[src/rtl/pin_drive_arb_pkg.sv]
// Shared types and width helpers for the pin-bank drive arbiter.
package pin_drive_arb_pkg;

    typedef enum logic [1:0] {
        ST_IDLE  = 2'd0,
        ST_GRANT = 2'd1,
        ST_TURN  = 2'd2
    } state_e;

    localparam int MinNumReq     = 2;
    localparam int MaxNumReq     = 8;
    localparam int MinTurnCycles = 1;

    // Bits needed to hold values 0..max_val (never less than one bit).
    function automatic int cnt_width(input int max_val);
        return (max_val < 1) ? 1 : $clog2(max_val + 1);
    endfunction

endpackage

[src/rtl/pin_drive_rr.sv]
// Combinational round-robin pick: lowest requester at or above ptr wins, wrapping.
module pin_drive_rr
    import pin_drive_arb_pkg::*;
#(
    parameter int NumReq = 4,
    parameter int PtrW   = 2
) (
    input  logic [NumReq-1:0] req_i,
    input  logic [PtrW-1:0]   ptr_i,
    output logic [NumReq-1:0] win_o,
    output logic              vld_o
);

    logic [NumReq-1:0] rot;
    logic [NumReq-1:0] first;

    // Rotate so ptr sits at bit 0, isolate the lowest set bit, rotate back.
    assign rot   = NumReq'({req_i, req_i} >> ptr_i);
    assign first = rot & (~rot + NumReq'(1));
    assign win_o = NumReq'(({first, first} << ptr_i) >> NumReq);
    assign vld_o = |req_i;

endmodule

[src/rtl/pin_drive_arb.sv]
// Arbitrates a shared pin bank among NumReq requesters with hi-Z turnaround and hold-time preemption.
// Grant appears one cycle after request; pad outputs are combinational from the registered owner.
module pin_drive_arb
    import pin_drive_arb_pkg::*;
#(
    parameter int NumReq     = 4,
    parameter int Width      = 8,
    parameter int TurnCycles = 2,
    parameter int MaxHold    = 16
) (
    input  logic                    clk_i,
    input  logic                    rst_ni,
    input  logic [NumReq-1:0]       req_i,
    input  logic [NumReq*Width-1:0] drv_val_i,
    input  logic [NumReq*Width-1:0] drv_en_i,
    input  logic [Width-1:0]        idle_pu_i,
    input  logic [Width-1:0]        idle_pd_i,
    input  logic [Width-1:0]        pins_i,
    output logic [NumReq-1:0]       gnt_o,
    output logic [Width-1:0]        pins_o,
    output logic [Width-1:0]        pins_oe_o,
    output logic [Width-1:0]        pins_pu_o,
    output logic [Width-1:0]        pins_pd_o,
    output logic [Width-1:0]        sample_o,
    output logic                    busy_o,
    output logic                    preempt_o
);

    localparam int PtrW  = cnt_width(NumReq - 1);
    localparam int HoldW = cnt_width(MaxHold);
    localparam int TurnW = cnt_width(TurnCycles - 1);

    localparam logic [PtrW-1:0]  PtrLast  = PtrW'(NumReq - 1);
    localparam logic [TurnW-1:0] TurnLast = TurnW'(TurnCycles - 1);
    // With preemption disabled the counter just parks at all-ones.
    localparam logic [HoldW-1:0] HoldLast = (MaxHold == 0) ? '1 : HoldW'(MaxHold - 1);

    if (TurnCycles < MinTurnCycles || NumReq < MinNumReq || NumReq > MaxNumReq) begin : g_param_err
        $error("pin_drive_arb: illegal parameters NumReq=%0d TurnCycles=%0d", NumReq, TurnCycles);
    end

    state_e            state_q, state_d;
    logic [PtrW-1:0]   owner_q, owner_d;
    logic [PtrW-1:0]   ptr_q, ptr_d;
    logic [HoldW-1:0]  hold_q, hold_d;
    logic [TurnW-1:0]  turn_q, turn_d;
    logic [Width-1:0]  sample_q;

    logic [NumReq-1:0] win_oh;
    logic              win_vld;
    logic [PtrW-1:0]   win_idx;
    logic [NumReq-1:0] owner_oh;
    logic              own_req;
    logic              others_req;
    logic [Width-1:0]  own_en;
    logic [Width-1:0]  own_val;
    logic              granted;
    logic              grant_now;
    logic              preempt_w;

    pin_drive_rr #(
        .NumReq (NumReq),
        .PtrW   (PtrW)
    ) u_rr (
        .req_i  (req_i),
        .ptr_i  (ptr_q),
        .win_o  (win_oh),
        .vld_o  (win_vld)
    );

    always_comb begin
        win_idx = '0;
        for (int i = 0; i < NumReq; i++) begin
            if (win_oh[i]) win_idx = PtrW'(i);
        end
    end

    always_comb begin
        own_en  = '0;
        own_val = '0;
        for (int i = 0; i < NumReq; i++) begin
            if (owner_q == PtrW'(i)) begin
                own_en  = drv_en_i[i*Width +: Width];
                own_val = drv_val_i[i*Width +: Width];
            end
        end
    end

    assign owner_oh   = NumReq'(1) << owner_q;
    assign own_req    = |(req_i & owner_oh);
    assign others_req = |(req_i & ~owner_oh);

    always_comb begin
        state_d   = state_q;
        owner_d   = owner_q;
        ptr_d     = ptr_q;
        hold_d    = hold_q;
        turn_d    = turn_q;
        grant_now = 1'b0;
        preempt_w = 1'b0;
        case (state_q)
            ST_IDLE: begin
                if (win_vld) grant_now = 1'b1;
            end
            ST_GRANT: begin
                // Release is checked first so a coincident drop never reports preemption.
                if (!own_req) begin
                    state_d = ST_TURN;
                    turn_d  = '0;
                end else if (MaxHold != 0 && hold_q == HoldLast && others_req) begin
                    state_d   = ST_TURN;
                    turn_d    = '0;
                    preempt_w = 1'b1;
                end else if (hold_q != HoldLast) begin
                    hold_d = hold_q + HoldW'(1);
                end
            end
            ST_TURN: begin
                if (turn_q == TurnLast) begin
                    if (win_vld) grant_now = 1'b1;
                    else         state_d   = ST_IDLE;
                end else begin
                    turn_d = turn_q + TurnW'(1);
                end
            end
            default: state_d = ST_IDLE;
        endcase
        if (grant_now) begin
            state_d = ST_GRANT;
            owner_d = win_idx;
            ptr_d   = (win_idx == PtrLast) ? '0 : win_idx + PtrW'(1);
            hold_d  = '0;
        end
    end

    always_ff @(posedge clk_i or negedge rst_ni) begin
        if (!rst_ni) begin
            state_q <= ST_IDLE;
            owner_q <= '0;
            ptr_q   <= '0;
            hold_q  <= '0;
            turn_q  <= '0;
        end else begin
            state_q <= state_d;
            owner_q <= owner_d;
            ptr_q   <= ptr_d;
            hold_q  <= hold_d;
            turn_q  <= turn_d;
        end
    end

    always_ff @(posedge clk_i or negedge rst_ni) begin
        if (!rst_ni) sample_q <= '0;
        else         sample_q <= pins_i;
    end

    assign granted   = (state_q == ST_GRANT);
    assign gnt_o     = granted ? owner_oh : '0;
    assign pins_oe_o = granted ? own_en : '0;
    assign pins_o    = granted ? (own_val & own_en) : '0;
    // Pull-up has priority; no pull on any pin being actively driven.
    assign pins_pu_o = idle_pu_i & ~pins_oe_o;
    assign pins_pd_o = idle_pd_i & ~idle_pu_i & ~pins_oe_o;
    assign sample_o  = sample_q;
    assign busy_o    = (state_q != ST_IDLE);
    assign preempt_o = preempt_w;

endmodule

[config.mk]
export PLATFORM = sky130hd
export DESIGN_NAME = pin_drive_arb
export DESIGN_NICKNAME = d
export VERILOG_FILES = /design/src/rtl/pin_drive_arb_pkg.sv /design/src/rtl/pin_drive_rr.sv /design/src/rtl/pin_drive_arb.sv
export SDC_FILE = /design/constraint.sdc
export NUM_CORES = 1
export LEC_CHECK = 0
export ABC_AREA = 1
export BUFFER_PORTS_ARGS = -buffer_cell sky130_fd_sc_hd__buf_2
export CAP_MARGIN = 10
export CORE_AREA = 2 2 72 74
export DETAILED_ROUTE_END_ITERATION = 8
export DIE_AREA = 0 0 74 76
export PLACE_DENSITY = 0.79
export SYNTH_ARGS = -nofsm -noshare
export SYNTH_HDL_FRONTEND = slang
export SYNTH_HIERARCHICAL = 1
export SYNTH_SLANG_ARGS = --single-unit
[constraint.sdc]
create_clock -name clk_i -period 2.7 [get_ports clk_i]
set_clock_uncertainty 0.2 [all_clocks]
set_input_delay 0.27 -clock clk_i [delete_from_list [all_inputs] [get_ports clk_i]]
set_output_delay 0.27 -clock clk_i [all_outputs]
set_load 0.02 [all_outputs]
==> metrics.csv, run 1 <==
metric,value,unit
outcome,"finished, final reports clean",
Cells after Synth,292,
Area Overhead vs Synth,45.26,%
slowest cell on the critical path,dfrtp_1,
1st-iter DRT viols,126,
syn_area_per_cell,6.552,um^2
row cnt,26,
clk sinks,20,
most frequent cells in the layout,"buf_2, nand2_1, nor2_1",
worst endpoint required time,2.23,ns
layout cells sized above 1,41.51,%
critical path class,reg2out,
first-pass GRT wire length,10.03,mm
DR vias/cell,4.737,
vias in the first global route,2385,
gpl congestion,0.9603,
Tot GR Track Use,22.06,%
largest net degree at the start of global routing,21,
worst r2r path cells,8,
H-tree depth,1,
Final Util,56.57,%
"Max FO, Critical Path",8,
clk buf depth,2,
die area,5624,um^2
DR WL/cell,11.92,um
Synth Cell Area,1913,um^2
pre-CTS WS,0.4218,ns
fin area,2779,um^2
post-synth net total,391,
final hold violations,0,
CP Launch Type,flip-flop,
Worst Tran Pin Value,0.4083,ns
"Slew Viols, Final",0,
Fill cells,467,
setup TNS,0,ns
nature of the critical path endpoint,output pin,
I/O pin count,140,
"Cell Area, Placed",2616,um^2
Die X,74,um
Post-DP HPWL,4.918,mm
I/O Buffers,139,
# nets final,536,
Final Cycle Share,94.94,%
P_leak,1.568,nW
core area,4912,um^2
n_diodes,0,
TritonCTS clock tree,built,
Critical Path AT,2.09,ns
headroom to the max-slew limit,72.49,%
drt pass-1 iters,4,
PwrDens,1056,nW/um^2
cells along the critical path,"inv_1, ha_1, inv_2, a21oi_2, o21ai_1, o21ai_2, o211a_1, buf_2",
final worst setup slack,0.1366,ns
worst r2r src,state_q[0],
Via Count,2397,
DIE HEIGHT,76,um
final worst path period need,2.563,ns
Worst-Skew Late Latency,0.26,ns
initial core utilization,38.95,%
total CTS buffers,3,
Design Power,0.002934,W
clock slew at reported path FFs,0.07,ns
final setup violation count,0,
min-delay worst type,in2async,
"slowest stage delay, CP",0.42,ns
"most common cell after layout, fill and taps aside",buf_2,
fmax,0.3901,GHz
Yosys Warn Count,6,
GRT overflow,0,
final wirelength,6.032,mm
residual DRC count,0,
initial antenna violation count,0,
R2R setup slack,0.64,ns
Final ANT Viol Nets,0,
Root Buffer,clkbuf_8,
Max-Cap Viols,0,
Worst VDD drop,0.5735,mV
RSZ-0062 raised after global routing,false,
reg2reg end,ptr_q[1],
==> state kept, by name (all words and copies together) (netlist names) <==
signal and count:
ptr_q 2, state_q 2, owner_q 2, sample_o 8
turn_q 1, hold_q 5
==> worst max path at each step <==
stage,from,to,slack (ns),depth (start not counted)
4_1_cts,state_q[1],pins_o[4],0.12,8
6_report,state_q[1],pins_o[4],0.14,8
2_1_floorplan,state_q[1],pins_o[4],0.56,7
3_3_place_gp,state_q[1],pins_o[4],0.45,8
3_5_place_dp,state_q[1],pins_o[4],0.42,8
5_1_grt,state_q[1],pins_o[4],0.02,8
==> repair_timing <==
action,in CTS,in global routing
gates resized for setup,0,1
setup buffers,0,0
endpoints found under the setup margin,0,4
hold endpoints to repair,28,0
hold buffers,9,0
==> metrics by stage <==
step,cells,hold WS (ns)
floorplan,292,-0.2256
global placement,493,0.03052
detailed placement,493,0.03489
CTS,506,0.2732
global route,506,0.3463
finish,506,0.2587
==> report_power, final <==
group | leakage [nW] | internal (W) | switching [W]
registers | 0.242 | 0.000392 | 0.000139
clock network | 0.0357 | 0.000198 | 0.0000991
logic | 1.29 | 0.000708 | 0.00140
total | 1.57 | 0.00130 | 0.00164
==> layout make-up <==
cell class                 instances  area [um^2]  share of cell area [%]
multi-input combinational        239         1224                   44.03
timing repair buffer             150        800.8                   28.82
sequential                        20        501.7                   18.05
inverter                          23        93.84                   3.377
tap                               70        87.58                   3.152
clock buffer                       3        41.29                   1.486
clock inverter                     1        30.03                   1.081
==> critical path, delay by kind of cell (launching register included) <==
family          cells  cell delay [ns]
fa+ha+maj           1             0.20
buf+inv             3             0.39
compound gates      4             0.83
flops               1             0.42
==> layer usage <==
metal	global-route usage [%]	share of wire (%)	up-vias
li1	-	-	1251
met1	25.15	39	1038
met2	40.18	51	98
met3	3.175	7.4	10
met4	8.364	2.3	0
met5	0	0	-
(Power assumes the default switching activity.)
==> run 2, diff against run 1 <==
CTS_BUF_LIST = sky130_fd_sc_hd__clkbuf_4 sky130_fd_sc_hd__clkbuf_8 sky130_fd_sc_hd__clkbuf_16   (was default)
clock period = 2.6 ns   (was 2.7 ns; I/O delays follow)
==> run 2 against run 1 <==
Clock-buffer cell count rose by 1. Power grew 2.2%. Core utilization decreased by 0.18 points. Final cell count stayed put. Largest power group unchanged. Worst hold slack got worse by 0.0033 ns. Combinational power up 5%. Wire length grew 4.5%. Sequential share of layout area grew 0.057 points. Design area fell by 0.32%.
==> metrics.csv, run 2 (synthesis results as in run 1) <==
metric,value,unit,change
outcome,"finished, final reports clean",,
min-delay worst type,in2async,,
I/O pin count,140,,unchanged
Worst VDD drop,0.5569,mV,-2.9%
"Max FO, Critical Path",8,,unchanged
reg2reg end,ptr_q[1],,
Critical Path AT,2.00,ns,-0.09 ns
sequential power share,18.3,%,+0.2 points
row cnt,26,,unchanged
first-pass GRT wire length,9.998,mm,-0.34%
cells along the critical path,"inv_1, ha_1, inv_2, a21oi_4, o21ai_1, o21ai_2, o211a_1, buf_2",,
PwrDens,1083,nW/um^2,+2.5%
Final ANT Viol Nets,0,,unchanged
DR vias/cell,4.974,,+5.0%
Final Cycle Share,94.45,%,
I/O Buffers,139,,unchanged
final wirelength,6.302,mm,+4.5%
RSZ-0062 raised after global routing,false,,
gpl congestion,0.9374,,-2.4%
fin area,2770,um^2,-0.32%
initial antenna violation count,0,,unchanged
layout cells sized above 1,41.51,%,unchanged
headroom to the max-slew limit,71.15,%,-1.3 points
final hold violations,0,,unchanged
H-tree depth,1,,unchanged
fmax,0.4072,GHz,
Psw,0.001717,W,+4.9%
"Slew Viols, Final",0,,unchanged
Area Overhead vs Synth,44.80,%,
clock power share,8.0,%,-2.1 points
residual DRC count,0,,unchanged
"Cell Area, Placed",2616,um^2,unchanged
Internal Power,0.001283,W,-1.2%
final setup violation count,0,,unchanged
GRT overflow,0,,unchanged
Max-Cap Viols,0,,unchanged
largest net degree at the start of global routing,21,,unchanged
Logic pwr share,73.8,%,+2.0 points
Fill cells,485,,+3.9%
most frequent cells in the layout,"buf_2, nand2_1, nor2_1",,
initial core utilization,38.95,%,unchanged
Net Sw Frac,57.24,%,+1.5 points
CP Launch Type,flip-flop,,
critical path class,reg2out,,
setup TNS,0,ns,unchanged
1st-iter DRT viols,171,,+36%
Root Buffer,clkbuf_8,,
"slowest stage delay, CP",0.41,ns,about the same
"most common cell after layout, fill and taps aside",buf_2,,
vias in the first global route,2357,,-1.2%
Tot GR Track Use,21.85,%,-0.21 points
DIE HEIGHT,76,um,unchanged
total CTS buffers,3,,unchanged
n_diodes,0,,unchanged
worst r2r path cells,8,,unchanged
Worst-Skew Late Latency,0.26,ns,about the same
drt pass-1 iters,4,,unchanged
TritonCTS clock tree,built,,
final worst path period need,2.456,ns,
core area,4912,um^2,unchanged
Post-DP HPWL,4.992,mm,+1.5%
clock slew at reported path FFs,0.07,ns,about the same
clk sinks,20,,unchanged
# nets final,536,,unchanged
worst r2r src,state_q[0],,
slowest cell on the critical path,dfrtp_1,,
Via Count,2517,,+5.0%
R2R setup slack,0.57,ns,-0.07 ns
DR WL/cell,12.45,um,+4.5%
nature of the critical path endpoint,output pin,,
worst endpoint required time,2.14,ns,-0.09 ns
max reg flops,8,,unchanged
clk buf depth,2,,unchanged
Worst Tran Pin Value,0.4327,ns,+0.02438 ns
P_leak,1.562,nW,-0.37%
die area,5624,um^2,unchanged
Die X,74,um,unchanged
## run 2: routing by layer
metal | track usage (%) | vias to the layer above | routed length (um)
li1 | - | 1248 | -
met1 | 25.06 | 1131 | 2459
met2 | 40.09 | 124 | 3201
met3 | 2.910 | 14 | 493
met4 | 7.636 | 0 | 148
met5 | 0 | - | 0
## run 2: final cells by class
type	instances	area, um^2	share of cell area [%]
multi-input combinational	239	1231	44.44
timing repair buffer	150	800.8	28.91
sequential	20	501.7	18.11
inverter	23	93.84	3.388
tap	70	87.58	3.162
clock buffer	4	55.05	1.987
## run 2: power groups by stage
stage                     Clock [W]  Sequential (W)  Combinational (W)
final                      0.000238        0.000548            0.00221
after global routing       0.000262        0.000567            0.00247
after CTS                  0.000248        0.000542            0.00220
after detailed placement          0        0.000549            0.00218
after global placement            0        0.000541            0.00214
after floorplan                   0        0.000469            0.00178
## run 2: worst max path at each step
stage	startpoint	end	slack (ns)	depth (start not counted)
2_1_floorplan	state_q[1]	pins_o[4]	0.47	7
3_3_place_gp	state_q[1]	pins_o[4]	0.36	8
3_5_place_dp	owner_q[0]	pins_o[4]	0.32	6
4_1_cts	owner_q[0]	pins_o[4]	0.02	6
5_1_grt	owner_q[0]	pins_o[7]	0.006	8
6_report	state_q[1]	pins_o[4]	0.14	8
## run 2: through the flow
stage	instances	hold WS [ns]	power, W	utilization (%)	setup WS, ns
CTS	506	0.2724	0.002991	56.22	0.02498
floorplan	292	-0.2356	0.002251	-	0.4738
detailed placement	493	0.03028	0.002730	53.26	0.3199
global placement	493	0.02136	0.002684	53.26	0.3576
global route	506	0.3343	0.003302	56.39	0.006499
finish	506	0.2554	0.002999	56.39	0.1443
## run 2: critical path, delay by kind of cell, from the launching register on
kind	cells	cell delay, ns
DFF	1	0.41
buffers and inverters	3	0.38
AOI/OAI and AO/OA	4	0.74
adders and majority gates	1	0.19
## run 2: what timing repair did
item	4_1_cts	5_1_grt
buffers inserted	0	0
gates resized for setup	0	2
hold buffers	9	0
hold endpoints to repair	28	0
setup endpoints to repair	0	32
==> run 3, diff against run 2 <==
CORE_AREA = 2 2 76 78   (was 2 2 72 74)
DIE_AREA = 0 0 78 80   (was 0 0 74 76)
GPL_TIMING_DRIVEN = 0   (was default)
PLACE_DENSITY = 0.75   (was 0.79)
clock period = 2 ns   (was 2.6 ns; I/O delays follow)
==> run 3 against run 2 <==
The flow now finishes with violations (negative setup slack). Setup slack got worse by 0.32 ns. Register-to-register slack got worse by 0.49 ns. Die area rose by 11%. First-iteration DRC count fell by 9.9%. Critical endpoint is now pins_pd_o[3].
==> metrics.csv, run 3 (synthesis results as in run 1) <==
metric,value,unit,change
max reg flops,8,,unchanged
clk sinks,20,,unchanged
total CTS buffers,3,,unchanged
1st-iter DRT viols,154,,-9.9%
Final Util,65.97,%,+9.6 points
"Slew Viols, Final",0,,unchanged
outcome,finished with violations,,
cells along the critical path,"buf_6, inv_6, buf_12, buf_6, nor2_1, nor2_1, nand2_2, nand2_2, nor2_1, buf_4",,
core area,5405,um^2,+10%
largest net degree at the start of global routing,21,,unchanged
nature of the critical path endpoint,output pin,,
PwrDens,1557,nW/um^2,+44%
Worst Tran Pin Value,0.4638,ns,+0.03112 ns
Root Buffer,clkbuf_8,,
pre-CTS WS,-0.1315,ns,-0.4514 ns
WHS,0.2275,ns,-0.02786 ns
CP top delay family,buffers and inverters,,
n_diodes,0,,unchanged
worst r2r path cells,11,,+3
Die X,78,um,+5.4%
R2R setup slack,0.08,ns,-0.49 ns
"Max FO, Critical Path",7,,-1
initial core utilization,35.39,%,-3.6 points
final setup violation count,30,,+30
gpl congestion,0.8077,,-14%
crit path buf inv count,5,,+2
CP Launch Type,flip-flop,,
clock slew at reported path FFs,0.07,ns,about the same
TritonCTS clock tree,built,,
DR vias/cell,5.333,,+7.2%
first-pass GRT wire length,11.39,mm,+14%
reg2reg end,hold_q[4],,
headroom to the max-slew limit,69.08,%,-2.1 points
final worst path period need,2.176,ns,
most frequent cells in the layout,"buf_2, nand2_1, buf_4",,
I/O Buffers,139,,unchanged
row cnt,27,,+3.8%
final hold violations,0,,unchanged
"most common cell after layout, fill and taps aside",buf_2,,
critical path class,reg2out,,
Area Overhead vs Synth,86.40,%,
fin area,3566,um^2,+29%
Worst-Skew Late Latency,0.26,ns,about the same
DIE HEIGHT,80,um,+5.3%
Final ANT Viol Nets,0,,unchanged
worst r2r src,hold_q[1],,
most frequent CP cell,nor2_1,,
Critical Path AT,1.78,ns,-0.22 ns
Final Cycle Share,108.8,%,
worst endpoint required time,1.60,ns,-0.54 ns
die area,6240,um^2,+11%
final wirelength,8.334,mm,+32%
RSZ-0062 raised after global routing,true,,
Max-Cap Viols,0,,unchanged
failing checks,negative setup slack,,
initial antenna violation count,0,,unchanged
residual DRC count,0,,unchanged
min-delay worst type,in2async,,
Tot GR Track Use,22.12,%,+0.27 points
Post-DP HPWL,5.106,mm,+2.3%
Design Power,0.005551,W,+85%
# nets final,574,,+7.1%
clk buf depth,2,,unchanged
"Cell Area, Placed",2706,um^2,+3.4%
slowest cell on the critical path,dfrtp_1,,
"slowest stage delay, CP",0.35,ns,-0.06 ns
P_leak,1.883,nW,+21%
GRT overflow,0,,unchanged
DR WL/cell,15.26,um,+23%
final worst setup slack,-0.1763,ns,-0.3206 ns
H-tree depth,1,,unchanged
Worst VDD drop,0.6845,mV,+23%
drt pass-1 iters,6,,+2
Via Count,2912,,+16%
I/O pin count,140,,unchanged
layout cells sized above 1,58.23,%,+17 points
fmax,0.4595,GHz,
vias in the first global route,2693,,+14%
==> run 3: cell types whose count changed in the layout (fill, tap and decap cells not counted), sizes merged <==
cell,previous run,this run
nand2,98,99
buf,141,178
==> run 3: worst max-delay path by stage <==
stage / startpoint / end / slack [ns] / depth (start not counted)
floorplan: state_q[1] / pins_o[4] / 0.006 / 7
global placement: state_q[1] / pins_o[4] / -0.12 / 8
detailed placement: state_q[1] / pins_o[4] / -0.13 / 8
CTS: state_q[1] / pins_pu_o[4] / -0.11 / 9
global route: owner_q[0] / pins_pd_o[3] / -0.21 / 10
finish: owner_q[0] / pins_pd_o[3] / -0.18 / 10
==> run 3: layout make-up <==
class | count | area, um^2
fillers | 408 | 1839
multi-input cells | 240 | 1531
repair buffers | 177 | 1144
flip-flops and latches | 20 | 500.5
plain buffers | 10 | 128.9
inverters | 23 | 116.4
well taps | 72 | 90.09
clock buffers | 4 | 55.05
==> run 3: worst reg2reg max path: cells and delay by family (launching register included) <==
kind,cells,cell delay (ns)
compound gates,2,0.17
flops,1,0.38
fa+ha+maj,2,0.38
buf+inv,2,0.26
simple gates,5,0.45
==> run 3: stage by stage <==
stage	instances	TNS [ns]
floorplan	292	0
global placement	503	-0.1717
detailed placement	503	-0.3058
CTS	540	-0.9779
global route	546	-4.052
finish	546	-2.411
==> run 3: timing repair <==
| action | in CTS | in global routing |
|---|---|---|
| gates cloned | 1 | 0 |
| hold endpoints to repair | 28 | 0 |
| pin swaps | 18 | 23 |
| buffers inserted | 23 | 6 |
| setup endpoints to repair | 40 | 42 |
| hold buffers | 9 | 0 |
| gates resized for setup | 89 | 61 |
==> run 3: per-layer routing <==
layer  up-vias  global-route usage, %  part of all wire, %  wire length [um]
met5         -                      0                    0                 0
met4         0                  4.561                  3.7               305
met3        41                  4.186                   10               841
met2       205                  43.88                   51              4246
met1      1335                  24.25                   35              2941
li1       1331                      -                    -                 -
==> run 3: power breakdown <==
part / switching, W / internal [W] / leakage [nW]
Clock: 0.000132 / 0.000175 / 0.0288
Combinational: 0.00271 / 0.00193 / 1.61
Sequential: 0.0000765 / 0.000529 / 0.243
Total: 0.00292 / 0.00263 / 1.88
